File: src/rtl/riscv_dec_pkg.sv
// Shared decode definitions: op index constants, opcode values, decoded bundle.
package riscv_dec_pkg;

  // One-hot op vector layout: RV32I (without FENCE/SYSTEM) followed by M ops.
  localparam int NUM_OPS = 45;
  typedef logic [5:0] op_idx_t;

  localparam op_idx_t OP_LB     = 6'd0;
  localparam op_idx_t OP_LH     = 6'd1;
  localparam op_idx_t OP_LW     = 6'd2;
  localparam op_idx_t OP_LBU    = 6'd3;
  localparam op_idx_t OP_LHU    = 6'd4;
  localparam op_idx_t OP_ADDI   = 6'd5;
  localparam op_idx_t OP_SLTI   = 6'd6;
  localparam op_idx_t OP_SLTIU  = 6'd7;
  localparam op_idx_t OP_XORI   = 6'd8;
  localparam op_idx_t OP_ORI    = 6'd9;
  localparam op_idx_t OP_ANDI   = 6'd10;
  localparam op_idx_t OP_SLLI   = 6'd11;
  localparam op_idx_t OP_SRLI   = 6'd12;
  localparam op_idx_t OP_SRAI   = 6'd13;
  localparam op_idx_t OP_ADD    = 6'd14;
  localparam op_idx_t OP_SUB    = 6'd15;
  localparam op_idx_t OP_SLL    = 6'd16;
  localparam op_idx_t OP_SLT    = 6'd17;
  localparam op_idx_t OP_SLTU   = 6'd18;
  localparam op_idx_t OP_XOR    = 6'd19;
  localparam op_idx_t OP_SRL    = 6'd20;
  localparam op_idx_t OP_SRA    = 6'd21;
  localparam op_idx_t OP_OR     = 6'd22;
  localparam op_idx_t OP_AND    = 6'd23;
  localparam op_idx_t OP_SB     = 6'd24;
  localparam op_idx_t OP_SH     = 6'd25;
  localparam op_idx_t OP_SW     = 6'd26;
  localparam op_idx_t OP_BEQ    = 6'd27;
  localparam op_idx_t OP_BNE    = 6'd28;
  localparam op_idx_t OP_BLT    = 6'd29;
  localparam op_idx_t OP_BGE    = 6'd30;
  localparam op_idx_t OP_BLTU   = 6'd31;
  localparam op_idx_t OP_BGEU   = 6'd32;
  localparam op_idx_t OP_LUI    = 6'd33;
  localparam op_idx_t OP_AUIPC  = 6'd34;
  localparam op_idx_t OP_JAL    = 6'd35;
  localparam op_idx_t OP_JALR   = 6'd36;
  // M ops are laid out in funct3 order so OP_MUL + funct3 selects them.
  localparam op_idx_t OP_MUL    = 6'd37;
  localparam op_idx_t OP_MULH   = 6'd38;
  localparam op_idx_t OP_MULHSU = 6'd39;
  localparam op_idx_t OP_MULHU  = 6'd40;
  localparam op_idx_t OP_DIV    = 6'd41;
  localparam op_idx_t OP_DIVU   = 6'd42;
  localparam op_idx_t OP_REM    = 6'd43;
  localparam op_idx_t OP_REMU   = 6'd44;

  // instr[6:2] major opcode values.
  localparam logic [4:0] OPC_LOAD   = 5'b00000;
  localparam logic [4:0] OPC_OP_IMM = 5'b00100;
  localparam logic [4:0] OPC_JALR   = 5'b11001;
  localparam logic [4:0] OPC_OP     = 5'b01100;
  localparam logic [4:0] OPC_STORE  = 5'b01000;
  localparam logic [4:0] OPC_BRANCH = 5'b11000;
  localparam logic [4:0] OPC_JAL    = 5'b11011;
  localparam logic [4:0] OPC_LUI    = 5'b01101;
  localparam logic [4:0] OPC_AUIPC  = 5'b00101;

  typedef enum logic [2:0] {FMT_R, FMT_I, FMT_S, FMT_B, FMT_U, FMT_J} fmt_t;

  typedef struct packed {
    logic [NUM_OPS-1:0] op;
    logic [31:0]        imm;
    logic [4:0]         rs1;
    logic [4:0]         rs2;
    logic [4:0]         rd;
    logic               rs1_valid;
    logic               rs2_valid;
    logic               rd_valid;
    logic               illegal;
  } dec_t;

  localparam int DEC_W = $bits(dec_t);

  // Immediate assembly for each instruction format.
  function automatic logic [31:0] imm_of(input fmt_t fmt, input logic [31:0] i);
    case (fmt)
      FMT_I:   imm_of = {{20{i[31]}}, i[31:20]};
      FMT_S:   imm_of = {{20{i[31]}}, i[31:25], i[11:7]};
      FMT_B:   imm_of = {{19{i[31]}}, i[31], i[7], i[30:25], i[11:8], 1'b0};
      FMT_J:   imm_of = {{11{i[31]}}, i[31], i[19:12], i[20], i[30:21], 1'b0};
      FMT_U:   imm_of = {i[31:12], 12'h000};
      default: imm_of = 32'h0;
    endcase
  endfunction

endpackage

File: src/rtl/decode_core.sv
// Pure combinational RV32I(+M) decoder: raw instruction word -> decoded bundle.
module decode_core
  import riscv_dec_pkg::*;
#(
  parameter bit HAS_M   = 1'b1,
  parameter bit ZERO_RD = 1'b1
) (
  input  logic [31:0] instr,
  output dec_t        dec
);

  logic [4:0] opc;
  logic [2:0] f3;
  logic [6:0] f7;
  op_idx_t    op_idx;
  logic       ill;
  fmt_t       fmt;

  assign opc = instr[6:2];
  assign f3  = instr[14:12];
  assign f7  = instr[31:25];

  // Classify the opcode, pick the op index and catch undefined encodings.
  always_comb begin
    op_idx = OP_ADDI;
    ill    = 1'b0;
    fmt    = FMT_R;
    case (opc)
      OPC_LOAD: begin
        fmt = FMT_I;
        case (f3)
          3'b000:  op_idx = OP_LB;
          3'b001:  op_idx = OP_LH;
          3'b010:  op_idx = OP_LW;
          3'b100:  op_idx = OP_LBU;
          3'b101:  op_idx = OP_LHU;
          default: ill = 1'b1;
        endcase
      end
      OPC_OP_IMM: begin
        fmt = FMT_I;
        case (f3)
          3'b000: op_idx = OP_ADDI;
          3'b010: op_idx = OP_SLTI;
          3'b011: op_idx = OP_SLTIU;
          3'b100: op_idx = OP_XORI;
          3'b110: op_idx = OP_ORI;
          3'b111: op_idx = OP_ANDI;
          3'b001: begin
            op_idx = OP_SLLI;
            ill    = (f7 != 7'h00);
          end
          default: begin
            if (f7 == 7'h00)      op_idx = OP_SRLI;
            else if (f7 == 7'h20) op_idx = OP_SRAI;
            else                  ill = 1'b1;
          end
        endcase
      end
      OPC_JALR: begin
        fmt    = FMT_I;
        op_idx = OP_JALR;
        ill    = (f3 != 3'b000);
      end
      OPC_OP: begin
        fmt = FMT_R;
        case (f7)
          7'h00: begin
            case (f3)
              3'b000:  op_idx = OP_ADD;
              3'b001:  op_idx = OP_SLL;
              3'b010:  op_idx = OP_SLT;
              3'b011:  op_idx = OP_SLTU;
              3'b100:  op_idx = OP_XOR;
              3'b101:  op_idx = OP_SRL;
              3'b110:  op_idx = OP_OR;
              default: op_idx = OP_AND;
            endcase
          end
          7'h20: begin
            if (f3 == 3'b000)      op_idx = OP_SUB;
            else if (f3 == 3'b101) op_idx = OP_SRA;
            else                   ill = 1'b1;
          end
          7'h01: begin
            op_idx = OP_MUL + {3'b000, f3};
            ill    = !HAS_M;
          end
          default: ill = 1'b1;
        endcase
      end
      OPC_STORE: begin
        fmt = FMT_S;
        case (f3)
          3'b000:  op_idx = OP_SB;
          3'b001:  op_idx = OP_SH;
          3'b010:  op_idx = OP_SW;
          default: ill = 1'b1;
        endcase
      end
      OPC_BRANCH: begin
        fmt = FMT_B;
        case (f3)
          3'b000:  op_idx = OP_BEQ;
          3'b001:  op_idx = OP_BNE;
          3'b100:  op_idx = OP_BLT;
          3'b101:  op_idx = OP_BGE;
          3'b110:  op_idx = OP_BLTU;
          3'b111:  op_idx = OP_BGEU;
          default: ill = 1'b1;
        endcase
      end
      OPC_JAL: begin
        fmt    = FMT_J;
        op_idx = OP_JAL;
      end
      OPC_LUI: begin
        fmt    = FMT_U;
        op_idx = OP_LUI;
      end
      OPC_AUIPC: begin
        fmt    = FMT_U;
        op_idx = OP_AUIPC;
      end
      default: ill = 1'b1;
    endcase
    // Compressed/non-32-bit encodings (including the all-zero word) are rejected.
    if (instr[1:0] != 2'b11) ill = 1'b1;
  end

  // Assemble the bundle; an illegal word carries no op, no immediate and no operand uses.
  always_comb begin
    dec           = '0;
    dec.rs1       = instr[19:15];
    dec.rs2       = instr[24:20];
    dec.rd        = instr[11:7];
    dec.illegal   = ill;
    if (!ill) begin
      dec.op        = NUM_OPS'(1) << op_idx;
      dec.imm       = imm_of(fmt, instr);
      dec.rs1_valid = (fmt != FMT_U) && (fmt != FMT_J);
      dec.rs2_valid = (fmt == FMT_R) || (fmt == FMT_S) || (fmt == FMT_B);
      dec.rd_valid  = (fmt != FMT_S) && (fmt != FMT_B) &&
                      !(ZERO_RD && (instr[11:7] == 5'd0));
    end
  end

endmodule

File: src/rtl/decode_stage.sv
// Registered decode stage: decode on input, main output register plus one skid entry.
module decode_stage
  import riscv_dec_pkg::*;
#(
  parameter bit HAS_M   = 1'b1,
  parameter int PC_W    = 32,
  parameter bit ZERO_RD = 1'b1
) (
  input  logic               clk,
  input  logic               rst,
  input  logic               flush,
  input  logic               in_valid,
  output logic               in_ready,
  input  logic [PC_W-1:0]    in_pc,
  input  logic [31:0]        in_instr,
  output logic               out_valid,
  input  logic               out_ready,
  output logic [PC_W-1:0]    out_pc,
  output logic [NUM_OPS-1:0] out_op,
  output logic [31:0]        out_imm,
  output logic [4:0]         out_rs1,
  output logic [4:0]         out_rs2,
  output logic [4:0]         out_rd,
  output logic               out_rs1_valid,
  output logic               out_rs2_valid,
  output logic               out_rd_valid,
  output logic               out_illegal
);

  typedef struct packed {
    logic [PC_W-1:0] pc;
    dec_t            dec;
  } entry_t;

  dec_t   in_dec;
  entry_t in_entry;
  entry_t main_reg, main_next;
  entry_t skid_reg, skid_next;
  logic   main_valid_reg, main_valid_next;
  logic   skid_valid_reg, skid_valid_next;
  logic   in_ready_reg;
  logic   in_fire, out_fire;

  decode_core #(
    .HAS_M  (HAS_M),
    .ZERO_RD(ZERO_RD)
  ) u_core (
    .instr(in_instr),
    .dec  (in_dec)
  );

  assign in_entry = '{pc: in_pc, dec: in_dec};
  assign in_fire  = in_valid && in_ready_reg;
  assign out_fire = main_valid_reg && out_ready;

  // Entry movement: main refills from skid first, otherwise from input; skid catches input while main is held.
  always_comb begin
    main_next       = main_reg;
    skid_next       = skid_reg;
    main_valid_next = main_valid_reg;
    skid_valid_next = skid_valid_reg;
    if (flush) begin
      main_valid_next = 1'b0;
      skid_valid_next = 1'b0;
    end else if (!main_valid_reg || out_fire) begin
      if (skid_valid_reg) begin
        main_next       = skid_reg;
        main_valid_next = 1'b1;
        skid_valid_next = 1'b0;
      end else begin
        main_valid_next = in_fire;
        if (in_fire) main_next = in_entry;
      end
    end else if (in_fire) begin
      skid_next       = in_entry;
      skid_valid_next = 1'b1;
    end
  end

  // State registers; in_ready is registered as "skid will be empty".
  always_ff @(posedge clk) begin
    if (rst) begin
      main_reg       <= '0;
      skid_reg       <= '0;
      main_valid_reg <= 1'b0;
      skid_valid_reg <= 1'b0;
      in_ready_reg   <= 1'b1;
    end else begin
      main_reg       <= main_next;
      skid_reg       <= skid_next;
      main_valid_reg <= main_valid_next;
      skid_valid_reg <= skid_valid_next;
      in_ready_reg   <= !skid_valid_next;
    end
  end

  assign in_ready      = in_ready_reg;
  assign out_valid     = main_valid_reg;
  assign out_pc        = main_reg.pc;
  assign out_op        = main_reg.dec.op;
  assign out_imm       = main_reg.dec.imm;
  assign out_rs1       = main_reg.dec.rs1;
  assign out_rs2       = main_reg.dec.rs2;
  assign out_rd        = main_reg.dec.rd;
  assign out_rs1_valid = main_reg.dec.rs1_valid;
  assign out_rs2_valid = main_reg.dec.rs2_valid;
  assign out_rd_valid  = main_reg.dec.rd_valid;
  assign out_illegal   = main_reg.dec.illegal;

endmodule

File: config.mk
export PLATFORM = sky130hd
export DESIGN_NAME = decode_stage
export DESIGN_NICKNAME = d
export VERILOG_FILES = /design/src/rtl/riscv_dec_pkg.sv /design/src/rtl/decode_core.sv /design/src/rtl/decode_stage.sv
export SDC_FILE = /design/constraint.sdc
export NUM_CORES = 1
export LEC_CHECK = 0
export CAP_MARGIN = 5
export CORE_ASPECT_RATIO = 1.25
export CORE_MARGIN = 4
export CORE_UTILIZATION = 53
export CTS_CLUSTER_DIAMETER = 100
export DETAILED_ROUTE_END_ITERATION = 6
export PLACE_DENSITY = 0.81
export SYNTH_ARGS = -nofsm -noshare
export SYNTH_HDL_FRONTEND = slang
export SYNTH_SLANG_ARGS = --single-unit
File: constraint.sdc
create_clock -name clk -period 4.45 [get_ports clk]
set_input_delay 0.6675 -clock clk [delete_from_list [all_inputs] [get_ports clk]]
set_output_delay 0.6675 -clock clk [all_outputs]
set_load 0.005 [all_outputs]
==> metrics <==
filler cell count 1754; EDFF count, synth 0; Die Wd 138 um; CTS sink count 259; PnR worst setup slack 573 ps; Req. time, crit path 4880 ps; Global Route Usage Sum 0.269; RSZ-0062 raised after global routing no; die area 0.0236 mm2; Yosys warnings 0; crit share post-route 0.871; post-synthesis sequential element count 259; DR iter-0 viols 850; fmax 0.258 GHz; worst hold path type flip-flop to flip-flop; vias 10700; TritonCTS clock tree yes; clk buf depth 3; first-pass GRT wire length 53400 um; register area share after synthesis 0.461; Leakage Power 5.10 nW; net switching component of the power 0.00125 W; Mapped Area 0.0112 mm2; kind of critical path input port to flip-flop; Gate power share 0.108; Adder-Cell Fraction of Synth Area 0.00779; crit path capture type flip-flop; largest family of logic cells by synthesized area compound AO/OA/AOI/OAI gates; commonest non-fill, non-tap cell in the layout dfxtp_1; residual DRC count 0; drt wl/cell 18.7 um; crit path time final 3880 ps; Power Dens Cells 361 mW/mm2; post-synthesis cell count 1362; crit path buf inv count 2; FFs w/ async S/R, synth 0; I/O pin cnt 199; Place WS 219 ps; commonest cells after routing, fill and taps aside 258 x dfxtp_1, 230 x nand2_1, 197 x clkdlybuf4s50_1, 126 x a21oi_1, 108 x nor2_1; initial antenna violation count 0; mux share of post-synthesis cell area 0.0436; Inserted Clock Buffers 26; VDD IR-drop max 344 uV; Die Height 171 um; largest net degree at the start of global routing 123; Pins Over Slew Limit 0; Reg clk slew, reported paths 60 ps; skew final 30.1 ps; Mean Syn Cell Area 8.25 um2; Hold-fix buffers, CTS 0; CP peak stage delay 910 ps; clk_lat worst skew 540 ps; GRT overflow 0; clock power share 0.423; routed wire length 33500 um; cell with the largest stage delay on the worst path and3b_1; Initial Utilization 0.540; ant diodes 0; Post-DRT Antenna Nets 0; Layout Nets 1575; row count 59; H-tree depth 1; DP Area 0.0134 mm2; final non-filler cell total 1793; Setup crit start kind input port; Crit Path Max Fanout 26; Slew Limit Headroom 0.248; CTS resizes 0; Final Hold Vio Count 0; P_int 0.00390 W; post-CTS setup buffer count 0; Sum Neg Setup Slack 0 ps; Root Buffer clkbuf_16; DP HPWL 21800 um; CORE AREA 0.0208 mm2; worst endpoint data arrival time 4310 ps; Buffers on Ports 198; Synth Net Count 1438; critical path's top delay family simple AND/OR/NAND/NOR gates; switching share of power 0.242; gpl congestion 0.905; area grow syn2layout 26.6%; Critical Path, Cell by Cell clkdlybuf4s50_1 > inv_1 > ha_1 > nor2b_1 > o311ai_0 > a21oi_1 > and4_1 > and3b_1 > a221oi_1 > nor3_1; Synth Flop Type dfxtp_1; max-cap violation count 0; cell area after layout 0.0142 mm2; share of post-route cells with drive strength above 1 0.0645; Compound-Gate Fraction of Synth Area 0.230; XOR/XNOR Fraction of Synth Area 0; Least-Margin Pin Slew 1130 ps; Vias/cell 5.94; max reg flops 128; Netlist cell types 68; setup violators final 0; Power Total 0.00514 W; vias in the first global route 10100; Flop pwr share 0.469; Synth Area in Simple Gates 0.210; dpl cells 1745; First-pass DRT Iterations 5; status complete, no violations
## power by group through the flow
stage	clock network [W]	logic, W	registers (W)
final	0.00218	0.000554	0.00241
after global routing	0.00229	0.000605	0.00242
after CTS	0.00220	0.000554	0.00241
after detailed placement	0	0.000549	0.00246
after global placement	0	0.000544	0.00246
after floorplan	0	0.000269	0.00246
## area by class of cell
class                      instances  area, um2  share of cell area
timing repair buffer             233       2260               0.159
multi-input combinational        969       5560               0.390
clock inverter                    12        125             0.00879
tap                              274        343              0.0241
clock buffer                      36        728              0.0511
inverter                          10       37.5             0.00264
sequential                       259       5190               0.364
## worst min-delay path: stages (launching register included)
cell and delay, ps:
dfxtp_1 310, nand2_1 50, nand2_1 40
## kinds of logic (layout without fill, tap and decap cells)
group | after synthesis | count (layout)
AOI/OAI and AO/OA | 404 | 404
adders and majority gates | 7 | 7
buffers and inverters | 134 | 291
DFF | 259 | 259
muxes | 49 | 49
and+or+nand+nor | 509 | 509
## worst paths after layout
check	startpoint	to	slack (ps)	cells past startpoint
setup / recovery	in_instr[13]	out_imm[11]$_SDFFE_PP0P_	570	10
hold / removal	skid_reg[22]$_SDFFE_PP0P_	skid_reg[22]$_SDFFE_PP0P_	440	2
setup reg to reg	skid_valid_reg$_SDFF_PP0_	out_imm[11]$_SDFFE_PP0P_	1150	4
hold reg to reg	skid_reg[22]$_SDFFE_PP0P_	skid_reg[22]$_SDFFE_PP0P_	440	2
## cell usage after synthesis, types with 16 or more instances
library cell | number | area (um2)
nor2_1 | 109 | 409
a22o_1 | 16 | 140
a211oi_1 | 60 | 450
a21oi_1 | 126 | 631
nand2_1 | 230 | 863
o22ai_1 | 33 | 206
mux2i_1 | 49 | 490
dfxtp_1 | 259 | 5180
clkbuf_1 | 109 | 409
a221oi_1 | 27 | 236
and3_1 | 42 | 263
nor3_1 | 38 | 190
o21ai_0 | 79 | 395
## metal layers
metal  up-vias  share of wire  wire, um  global-route usage
met1      5062           0.42     13900               0.344
li1       5145              -         -                   -
met2       384           0.50     16700               0.473
met5         -              0         0                   0
met3        64          0.056      1890              0.0372
met4         0          0.030       992              0.0911
## metrics by stage
step	hold slack, ps	utilization
after floorplan	416	-
after detailed placement	430	0.643
after global routing	452	0.684
after global placement	425	0.643
final	441	0.684
after CTS	439	0.684
No activity file was read; power rests on OpenSTA's default activity.
